**src/rtl/id_stage_pipe.sv**
```systemverilog
// rtl/id_stage_pipe.sv - decode stage: register bank, constant extender, writeback mux, ID/EX register
//
// Purpose:
//   Reads two source operands from the register bank and extends the raw
//   immediate. It captures both operands, the extended constant and the
//   destination in an ID/EX register that uses a valid/ready handshake.
//   When the instruction held in ID/EX is a load whose destination matches
//   an incoming source, the stage inserts a one-cycle bubble (load-use stall).
//   The writeback mux result drives the register bank write port.
//
// Optional feature macro: WB_BYPASS_EN
//   When defined, a same-cycle write to a register being read is forwarded
//   (write-through). When undefined, reads see the old stored value.
//
// Ports:
//   clock, reset_n           - clock, synchronous active-low reset
//   in_valid/in_ready        - incoming decoded instruction handshake
//   sel_a, sel_b, sel_c      - source A, source B, destination register
//   constante, ext_mode      - raw immediate, 1 = sign / 0 = zero extend
//   in_is_load               - incoming instruction is a load
//   flush                    - kill ID/EX contents
//   wb_en, wb_addr, wb_sel   - register write enable/address, result select
//   ula, md, pc              - ALU, memory and PC writeback sources
//   wb_data                  - selected writeback value (combinational)
//   out_valid/out_ready      - ID/EX handshake towards EX
//   out_a, out_b, out_const  - registered operands and extended constant
//   out_dest, out_is_load    - registered destination and load flag
//   hazard                   - load-use stall active (combinational)

module id_stage_pipe #(
  parameter int DATA_W   = 32,
  parameter int NUM_REGS = 16,
  parameter int REG_AW   = 4,
  parameter int CONST_W  = 16,
  parameter int PC_INC   = 4
) (
  input  logic               clock,
  input  logic               reset_n,
  input  logic               in_valid,
  output logic               in_ready,
  input  logic [REG_AW-1:0]  sel_a,
  input  logic [REG_AW-1:0]  sel_b,
  input  logic [REG_AW-1:0]  sel_c,
  input  logic [CONST_W-1:0] constante,
  input  logic               ext_mode,
  input  logic               in_is_load,
  input  logic               flush,
  input  logic               wb_en,
  input  logic [REG_AW-1:0]  wb_addr,
  input  logic [1:0]         wb_sel,
  input  logic [DATA_W-1:0]  ula,
  input  logic [DATA_W-1:0]  md,
  input  logic [DATA_W-1:0]  pc,
  output logic [DATA_W-1:0]  wb_data,
  output logic               out_valid,
  input  logic               out_ready,
  output logic [DATA_W-1:0]  out_a,
  output logic [DATA_W-1:0]  out_b,
  output logic [DATA_W-1:0]  out_const,
  output logic [REG_AW-1:0]  out_dest,
  output logic               out_is_load,
  output logic               hazard
);

  logic [DATA_W-1:0] regs [NUM_REGS];
  logic [DATA_W-1:0] stored_a, stored_b;
  logic [DATA_W-1:0] rd_a, rd_b;
  logic [DATA_W-1:0] const_ext;
  logic              advance;
  logic              accept;

  // Writeback mux; PC+PC_INC wraps naturally at DATA_W bits.
  always_comb begin
    wb_data = ula;
    case (wb_sel)
      2'b00: wb_data = ula;
      2'b01: wb_data = md;
      2'b10: wb_data = pc;
      2'b11: wb_data = pc + DATA_W'(PC_INC);
      default: wb_data = ula;
    endcase
  end

  // Addresses past the last register read as zero.
  always_comb begin
    stored_a = '0;
    stored_b = '0;
    if (int'(sel_a) < NUM_REGS) stored_a = regs[sel_a];
    if (int'(sel_b) < NUM_REGS) stored_b = regs[sel_b];
  end

`ifdef WB_BYPASS_EN
  assign rd_a = (wb_en && wb_addr == sel_a) ? wb_data : stored_a;
  assign rd_b = (wb_en && wb_addr == sel_b) ? wb_data : stored_b;
`else
  assign rd_a = stored_a;
  assign rd_b = stored_b;
`endif

  // Upper bits are zero in zero-extend mode and copy the constant MSB in sign-extend mode.
  assign const_ext = {{(DATA_W-CONST_W){ext_mode & constante[CONST_W-1]}}, constante};

  assign hazard   = out_valid & out_is_load & in_valid &
                    ((out_dest == sel_a) | (out_dest == sel_b));
  assign advance  = !out_valid | out_ready;
  assign in_ready = advance & !hazard;
  assign accept   = advance & in_valid & !hazard;

  // Register bank; writes to addresses past the last register are dropped.
  always_ff @(posedge clock) begin
    if (!reset_n) begin
      for (int i = 0; i < NUM_REGS; i++) regs[i] <= '0;
    end else if (wb_en && int'(wb_addr) < NUM_REGS) begin
      regs[wb_addr] <= wb_data;
    end
  end

  // ID/EX register. Flush wins over capture. A bubble clears only the valid
  // flag, and the data fields keep their previous values.
  always_ff @(posedge clock) begin
    if (!reset_n) begin
      out_valid   <= 1'b0;
      out_a       <= '0;
      out_b       <= '0;
      out_const   <= '0;
      out_dest    <= '0;
      out_is_load <= 1'b0;
    end else if (flush) begin
      out_valid <= 1'b0;
    end else if (accept) begin
      out_valid   <= 1'b1;
      out_a       <= rd_a;
      out_b       <= rd_b;
      out_const   <= const_ext;
      out_dest    <= sel_c;
      out_is_load <= in_is_load;
    end else if (advance) begin
      out_valid <= 1'b0;
    end
  end

endmodule

```
**config.mk**
```make
export PLATFORM = sky130hd
export DESIGN_NAME = id_stage_pipe
export DESIGN_NICKNAME = d
export VERILOG_FILES = /design/src/rtl/id_stage_pipe.sv
export SDC_FILE = /design/constraint.sdc
export NUM_CORES = 1
export LEC_CHECK = 0
export ABC_AREA = 1
export BUFFER_PORTS_ARGS = -buffer_cell sky130_fd_sc_hd__buf_2
export CORE_ASPECT_RATIO = 1.1
export CORE_MARGIN = 2
export CORE_UTILIZATION = 27
export DETAILED_ROUTE_END_ITERATION = 12
export SYNTH_ARGS = -nofsm -noshare
export SYNTH_HDL_FRONTEND = slang
export SYNTH_SLANG_ARGS = --single-unit
```
**constraint.sdc**
```tcl
create_clock -name clock -period 2.8 [get_ports clock]
set_clock_uncertainty 0.1 [all_clocks]
set_input_delay 0.14 -clock clock [delete_from_list [all_inputs] [get_ports clock]]
set_output_delay 0.14 -clock clock [all_outputs]
set_load 0.05 [all_outputs]
```
==> qor.json, run 1 <==
{
  "synthMostInstantiatedCell": "sky130_fd_sc_hd__nand2_1",
  "die_width_um": 341,
  "gr-usage-met2": 0.301,
  "crit_path_end_kind": "primary output",
  "grt_util_met1": 0.258,
  "min-delay-path-class": "input pin to flop",
  "cts.root.buffer_cell": "sky130_fd_sc_hd__clkbuf_16",
  "max-cap-violations": 0,
  "antenna_found_initial": 4,
  "vdd_drop_max_v": 0.000463,
  "clk_path_buf_depth": 3,
  "yosys_most_used_dff": "sky130_fd_sc_hd__edfxtp_1",
  "design_area_um2": 39400,
  "netlist_top_cells_area": "sky130_fd_sc_hd__edfxtp_1 46%, sky130_fd_sc_hd__nand2_1 7.3%, sky130_fd_sc_hd__a21oi_1 6.2%",
  "setup_viol_count_final": 0,
  "worst_slew_pin_slew_ns": 0.836,
  "yosys_register_bits": 599,
  "post_dp_area_um2": 37200,
  "grt_util_met3": 0.0291,
  "pre_cts_setup_slack_ns": 0.489,
  "synth_largest_type_area_fraction": 0.456,
  "viasPerCell": 5.07,
  "setup_total_negative_slack_ns": 0,
  "cts_num_sinks": 599,
  "grt_remaining_overflow": 0,
  "drive_above_1_share": 0.147,
  "floorplan.die.height_um": 375,
  "effective_utilization_at_floorplan": 0.273,
  "power_density_nw_per_um2": 567,
  "wl_per_cell_um": 20.7,
  "post_synth_num_cell_types": 42,
  "die_area_um2": 128000,
  "dr_total_vias": 30500,
  "postSynthNetCount": 4294,
  "synth.yosys.seq_area_share": 0.508,
  "antenna-diode-count": 0,
  "globalRouteTotalUtil": 0.189,
  "synthArstFlopShare": 0,
  "cp_data_arrival_time_ns": 2.22,
  "cp_data_required_time_ns": 2.56,
  "maxSlewHeadroom": 0.443,
  "hold_violations": 0,
  "post_layout_nonfiller_instances": 6009,
  "finalHoldWorstSlack_ns": 0.0287,
  "final_nets": 4456,
  "reg_to_reg_end": "out_const[16]$_SDFFE_PN0P_",
  "drt.antenna.violating_nets": 0,
  "worstHoldEndpoint": "regs[10][23]$_SDFFCE_PN0P_",
  "max_clk_rate_mhz": 407,
  "leakagePower_nw": 16.5,
  "worstHoldPathCells": 4,
  "cts_tree": "built",
  "dpl.cell_count": 5866,
  "clk-insertion-delay-late_ns": 0.66,
  "post_synth_inst_count": 4155,
  "cts.reportedPaths.clkPinSlew_ns": 0.07,
  "synth_top_area_cell": "sky130_fd_sc_hd__edfxtp_1",
  "grt_first_pass_wirelength_um": 182000,
  "cts_h_tree_depth": 2,
  "ys_warn_count": 0,
  "numCtsBuffers": 59,
  "timing.reg2reg.setup_slack_ns": 0.36,
  "flow.area_growth_from_synthesis_pct": 16.9,
  "cts_resized": 0,
  "synth.cells.most_frequent": "657 x sky130_fd_sc_hd__nand2_1, 513 x sky130_fd_sc_hd__nor2_1, 512 x sky130_fd_sc_hd__edfxtp_1",
  "crit_start": "wb_sel[0]",
  "critPathMaxFanout": 22,
  "drtPass1Iterations": 6,
  "worstRegToRegCells": 11,
  "grt_setup_unrepaired": "false",
  "hpwl_um": 77000,
  "rows": 135,
  "detailedRoute.firstIterationViolations": 3739,
  "totalWireLength_um": 125000,
  "synth.cell_area_um2": 33700,
  "path_class": "input pin to primary output",
  "worst_hold_startpoint": "ula[23]",
  "pin_count_of_the_biggest_net_entering_global_routing": 141,
  "core-area_um2": 123000,
  "floorplan.io_pins": 274,
  "vias_in_the_first_global_route": 28300,
  "synth_area_per_cell_um2": 8.11,
  "timing.critical_path.from_type": "input pin",
  "detail_route.drc_violations": 0,
  "busiest_layer": "met2",
  "io_buffer_count": 273,
  "maxSlewViolCount": 0,
  "finalCritPeriodShare": 0.878,
  "layout_setup_ws_ns": 0.341,
  "count_of_flip_flops_with_a_built_in_enable_after_synthesis": 512,
  "outcome": "complete, no violations",
  "r2r_start": "out_dest[1]$_SDFFE_PN0P_",
  "gpl.final_weighted_congestion": 0.924,
  "period_needed_ns": 2.46
}
==> cell usage in the layout (no fill, tap or decap), types with 3 or more instances in the layout <==
cell type                       netlist  routed
sky130_fd_sc_hd__a21oi_1            417     417
sky130_fd_sc_hd__a22o_1              28      28
sky130_fd_sc_hd__a31oi_1             16      16
sky130_fd_sc_hd__buf_12               0      51
sky130_fd_sc_hd__buf_2               90     256
sky130_fd_sc_hd__buf_4               41      92
sky130_fd_sc_hd__bufinv_16            0       6
sky130_fd_sc_hd__clkbuf_1           139      10
sky130_fd_sc_hd__clkbuf_16            0      59
sky130_fd_sc_hd__clkinv_1             4      15
sky130_fd_sc_hd__clkinv_2             0      11
sky130_fd_sc_hd__clkinv_4             0       3
sky130_fd_sc_hd__clkinvlp_4           0       5
sky130_fd_sc_hd__dfxtp_1             87      87
sky130_fd_sc_hd__dlygate4sd3_1        0      32
sky130_fd_sc_hd__edfxtp_1           512     512
sky130_fd_sc_hd__inv_1              499     498
sky130_fd_sc_hd__inv_2               37      38
sky130_fd_sc_hd__nand2_1            657     641
sky130_fd_sc_hd__nand2_2              8      24
sky130_fd_sc_hd__nand2_4              3       3
sky130_fd_sc_hd__nand3_1            417     417
sky130_fd_sc_hd__nand3_2             11      11
sky130_fd_sc_hd__nand3b_2             5       5
sky130_fd_sc_hd__nand4_1              8       8
sky130_fd_sc_hd__nor2_1             513     513
sky130_fd_sc_hd__nor2_2              49      49
sky130_fd_sc_hd__nor2_4               7       7
sky130_fd_sc_hd__nor3_1               3       3
sky130_fd_sc_hd__o211ai_1           180     180
sky130_fd_sc_hd__o21ai_0            323     323
sky130_fd_sc_hd__o21ai_1             10      10
sky130_fd_sc_hd__o21bai_1             4       4
sky130_fd_sc_hd__or2_2                4       4
==> cells by family after synthesis <==
kind of cell | synth area share
adders and majority gates | 0.000371
DFF | 0.508
buffers and inverters | 0.109
AOI/OAI and AO/OA | 0.166
and+or+nand+nor | 0.217
==> state kept, by name (all words and copies together) (netlist names) <==
| register | flops |
|---|---|
| out_valid | 1 |
| out_a | 32 |
| out_is_load | 1 |
| out_const | 17 |
| regs | 512 |
| out_b | 32 |
| out_dest | 4 |
==> per-stage QoR <==
stage               power [mW]   util
floorplan                 13.0      -
global placement          14.4  0.301
detailed placement        14.5  0.301
CTS                       22.4  0.319
global route              23.2  0.319
finish                    22.4  0.319
==> worst max-delay path by stage <==
stage / end / slack (ns) / cells after the start
2_1_floorplan: regs[2][0]$_SDFFCE_PN0P_ / 0.49 / 7
3_3_place_gp: wb_data[29] / 0.49 / 9
3_5_place_dp: wb_data[29] / 0.49 / 9
4_1_cts: wb_data[9] / 0.12 / 7
5_1_grt: out_const[16]$_SDFFE_PN0P_ / 0.18 / 11
6_report: wb_data[9] / 0.34 / 9
==> repair_timing <==
action                                  in CTS  in global routing
hold buffers                                32                  0
endpoints found under the hold margin       40                  0
endpoints found under the setup margin       0                  1
setup buffers                                0                  2
==> area by class of cell <==
type                       count  area [µm²]
sequential                   599       17100
inverter                     542        2040
clock inverter                40         368
clock buffer                  69        1510
multi-input combinational   2680       12900
tap                         1644        2060
timing repair buffer         435        3370
fill                       12700       84100
==> power breakdown <==
group / total [mW] / switching [mW] / internal [mW]
Clock: 8.02 / 3.60 / 4.41
Combinational: 3.95 / 2.87 / 1.08
Sequential: 10.4 / 0.204 / 10.2
==> routing by layer <==
| layer | vias up | wire length [µm] |
|---|---|---|
| met5 | - | 13 |
| met1 | 14300 | 51600 |
| li1 | 14200 | - |
| met2 | 1693 | 55800 |
| met3 | 255 | 12700 |
| met4 | 2 | 4480 |
==> worst max-delay path, cell delays in order <==
cell and delay, ns:
sky130_fd_sc_hd__buf_2 0.16, sky130_fd_sc_hd__inv_2 0.07, sky130_fd_sc_hd__nor2_4 0.46, sky130_fd_sc_hd__a22o_1 0.22, sky130_fd_sc_hd__dlygate4sd3_1 0.61, sky130_fd_sc_hd__a31oi_4 0.05
sky130_fd_sc_hd__buf_12 0.17, sky130_fd_sc_hd__inv_1 0.06, sky130_fd_sc_hd__buf_2 0.25
(Power assumes the default switching activity.)
==> run 2, diff against run 1 <==
==> constraint.sdc (replaced) <==
create_clock -name clock -period 2.8 [get_ports clock]
set_clock_uncertainty 0.1 [all_clocks]
set_input_delay 0.28 -clock clock [delete_from_list [all_inputs] [get_ports clock]]
set_output_delay 0.28 -clock clock [all_outputs]
set_load 0.05 [all_outputs]
==> qor.json, run 2 (synthesis gave the netlist of run 1 again) <==
{
  "outcome": "complete, no violations",
  "setup_viol_count_final": 0,
  "detail_route.drc_violations": 0,
  "cts_h_tree_depth": 2,
  "drive_above_1_share": 0.149,
  "timing.critical_path.from_type": "input pin",
  "drtPass1Iterations": 5,
  "cts_tree": "built",
  "floorplan.io_pins": 274,
  "setup_total_negative_slack_ns": 0,
  "clk_path_buf_depth": 3,
  "cts.root.buffer_cell": "sky130_fd_sc_hd__clkbuf_16",
  "cts_resized": 0,
  "vias_in_the_first_global_route": 28200,
  "leakagePower_nw": 16.6,
  "floorplan.die.height_um": 375,
  "largest_reg_flops": 512,
  "critical_path.top_delay_family": "buffers and inverters",
  "flow.area_growth_from_synthesis_pct": 17.3,
  "timing.reg2reg.setup_slack_ns": 0.83,
  "finalCritPeriodShare": 0.857,
  "globalRouteTotalUtil": 0.187,
  "largest-register": "regs",
  "cts_hold_buf": 26,
  "cts.reportedPaths.clkPinSlew_ns": 0.06,
  "reg_to_reg_end": "out_a[20]$_SDFFE_PN0P_",
  "worst_slew_pin_slew_ns": 0.849,
  "gpl.final_weighted_congestion": 0.897,
  "reg_top3": "regs: 512 flops, out_a: 32 flops, out_b: 32 flops",
  "critPathMostFrequentCell": "sky130_fd_sc_hd__buf_2",
  "grt_remaining_overflow": 0,
  "layout_commonest_cell": "sky130_fd_sc_hd__nand2_1",
  "r2r_start": "out_dest[1]$_SDFFE_PN0P_",
  "die_width_um": 341,
  "critical_path.slowest_cell": "sky130_fd_sc_hd__a221oi_4",
  "maxSlewViolCount": 0,
  "max_clk_rate_mhz": 417,
  "numCtsBuffers": 60,
  "pin_count_of_the_biggest_net_entering_global_routing": 108,
  "power_density_nw_per_um2": 572,
  "vdd_drop_max_v": 0.000488,
  "maxSlewHeadroom": 0.433,
  "critical_path_buf_inv_count": 5,
  "viasPerCell": 5.04,
  "worstPathCellList": "buf_2 > buf_4 > nand2_1 > inv_2 > a22o_1 > a221oi_4 > inv_1 > buf_2",
  "grt_setup_unrepaired": "false",
  "clk-insertion-delay-late_ns": 0.65,
  "fillerInstances": 12700,
  "die_area_um2": 128000,
  "layout.cells.most_common_list": "641 x sky130_fd_sc_hd__nand2_1, 513 x sky130_fd_sc_hd__nor2_1, 512 x sky130_fd_sc_hd__edfxtp_1",
  "pre_cts_setup_slack_ns": 0.410,
  "cp_slowest_stage_delay_ns": 0.52,
  "cp_data_required_time_ns": 2.42,
  "worstHoldEndpoint": "out_b[29]$_SDFFE_PN0P_",
  "worstRegToRegCells": 12,
  "antenna_found_initial": 9,
  "hpwl_um": 77000,
  "worstHoldPathCells": 4,
  "max-cap-violations": 0,
  "rows": 135,
  "post_cts.repair.setup_buffers": 0,
  "crit_path_end_kind": "primary output",
  "cp_data_arrival_time_ns": 2.02,
  "period_needed_ns": 2.40,
  "detailedRoute.firstIterationViolations": 3618,
  "layout_setup_ws_ns": 0.402,
  "cts_num_sinks": 599,
  "grt_first_pass_wirelength_um": 180000,
  "path_class": "input pin to primary output",
  "effective_utilization_at_floorplan": 0.273,
  "core-area_um2": 123000,
  "hold_violations": 0,
  "dr_total_vias": 30300,
  "min-delay-path-class": "input pin to flop",
  "wl_per_cell_um": 20.5,
  "critPathMaxFanout": 23,
  "worst_hold_startpoint": "reset_n",
  "final_nets": 4462,
  "drt.antenna.violating_nets": 0,
  "totalWireLength_um": 124000,
  "io_buffer_count": 273
}
## run 2: cell count changes in the layout (fill, tap and decap cells not counted), sizes merged
cell,change
clkbuf,+1
diode,+3
clkinvlp,-3
buf,+11
clkinv,+2
dlygate4sd3,-6
bufinv,+1
inv,-1
## run 2: per-layer routing
| metal | vias up | global-route usage | share of wire |
|---|---|---|---|
| li1 | 14300 | - | - |
| met1 | 14100 | 0.249 | 0.41 |
| met2 | 1655 | 0.302 | 0.45 |
| met3 | 284 | 0.0338 | 0.10 |
| met4 | 10 | 0.0701 | 0.038 |
| met5 | - | 0 | 0.00053 |
## run 2: worst register-to-register path, stage by stage (launching register included)
cell and delay [ns]:
sky130_fd_sc_hd__dfxtp_1 0.39, sky130_fd_sc_hd__inv_1 0.09, sky130_fd_sc_hd__nand2_1 0.06, sky130_fd_sc_hd__nand2_1 0.08, sky130_fd_sc_hd__nor2_1 0.11, sky130_fd_sc_hd__nand2_1 0.06, sky130_fd_sc_hd__nand2_1 0.08, sky130_fd_sc_hd__nand2_2 0.10
sky130_fd_sc_hd__nand3_4 0.24, sky130_fd_sc_hd__buf_12 0.30, sky130_fd_sc_hd__nand2_1 0.15, sky130_fd_sc_hd__nand2_1 0.07, sky130_fd_sc_hd__nor2_1 0.05
## run 2: final cells by class
class | instances | area, µm² | area share
Sequential cell | 599 | 17100 | 0.433
Timing Repair Buffer | 440 | 3410 | 0.0864
Clock inverter | 39 | 383 | 0.00969
Tap cell | 1644 | 2060 | 0.0520
Multi-Input combinational cell | 2680 | 12900 | 0.328
Antenna cell | 3 | 7.51 | 0.000190
Inverter | 542 | 2040 | 0.0516
Clock buffer | 70 | 1560 | 0.0395
## run 2: worst max path at each step
stage | from | to | slack, ns | cells after the start
finish | wb_sel[1] | wb_data[3] | 0.40 | 8
global placement | pc[2] | wb_data[20] | 0.39 | 12
CTS | wb_sel[1] | wb_data[3] | 0.41 | 8
detailed placement | wb_sel[1] | wb_data[3] | 0.41 | 8
global route | pc[9] | wb_data[20] | 0.24 | 11
floorplan | reset_n | regs[2][0]$_SDFFCE_PN0P_ | 0.35 | 7
## run 2: metrics by stage
step	area, µm²	hold slack, ns	util	instances	total power, mW
3_5_place_dp	37300	0.350	0.302	5879	14.5
5_1_grt	39500	0.0846	0.320	6014	23.4
2_1_floorplan	33700	0.257	-	4155	13.0
3_3_place_gp	37300	0.355	0.302	5879	14.5
6_report	39500	0.0455	0.320	6017	22.6
4_1_cts	39500	0.0830	0.320	6014	22.7
## run 2: power breakdown
part / switching (mW) / internal (mW) / total [mW]
combinational: 2.88 / 1.10 / 3.98
clock: 3.60 / 4.61 / 8.22
sequential: 0.205 / 10.2 / 10.4
total: 6.69 / 15.9 / 22.6
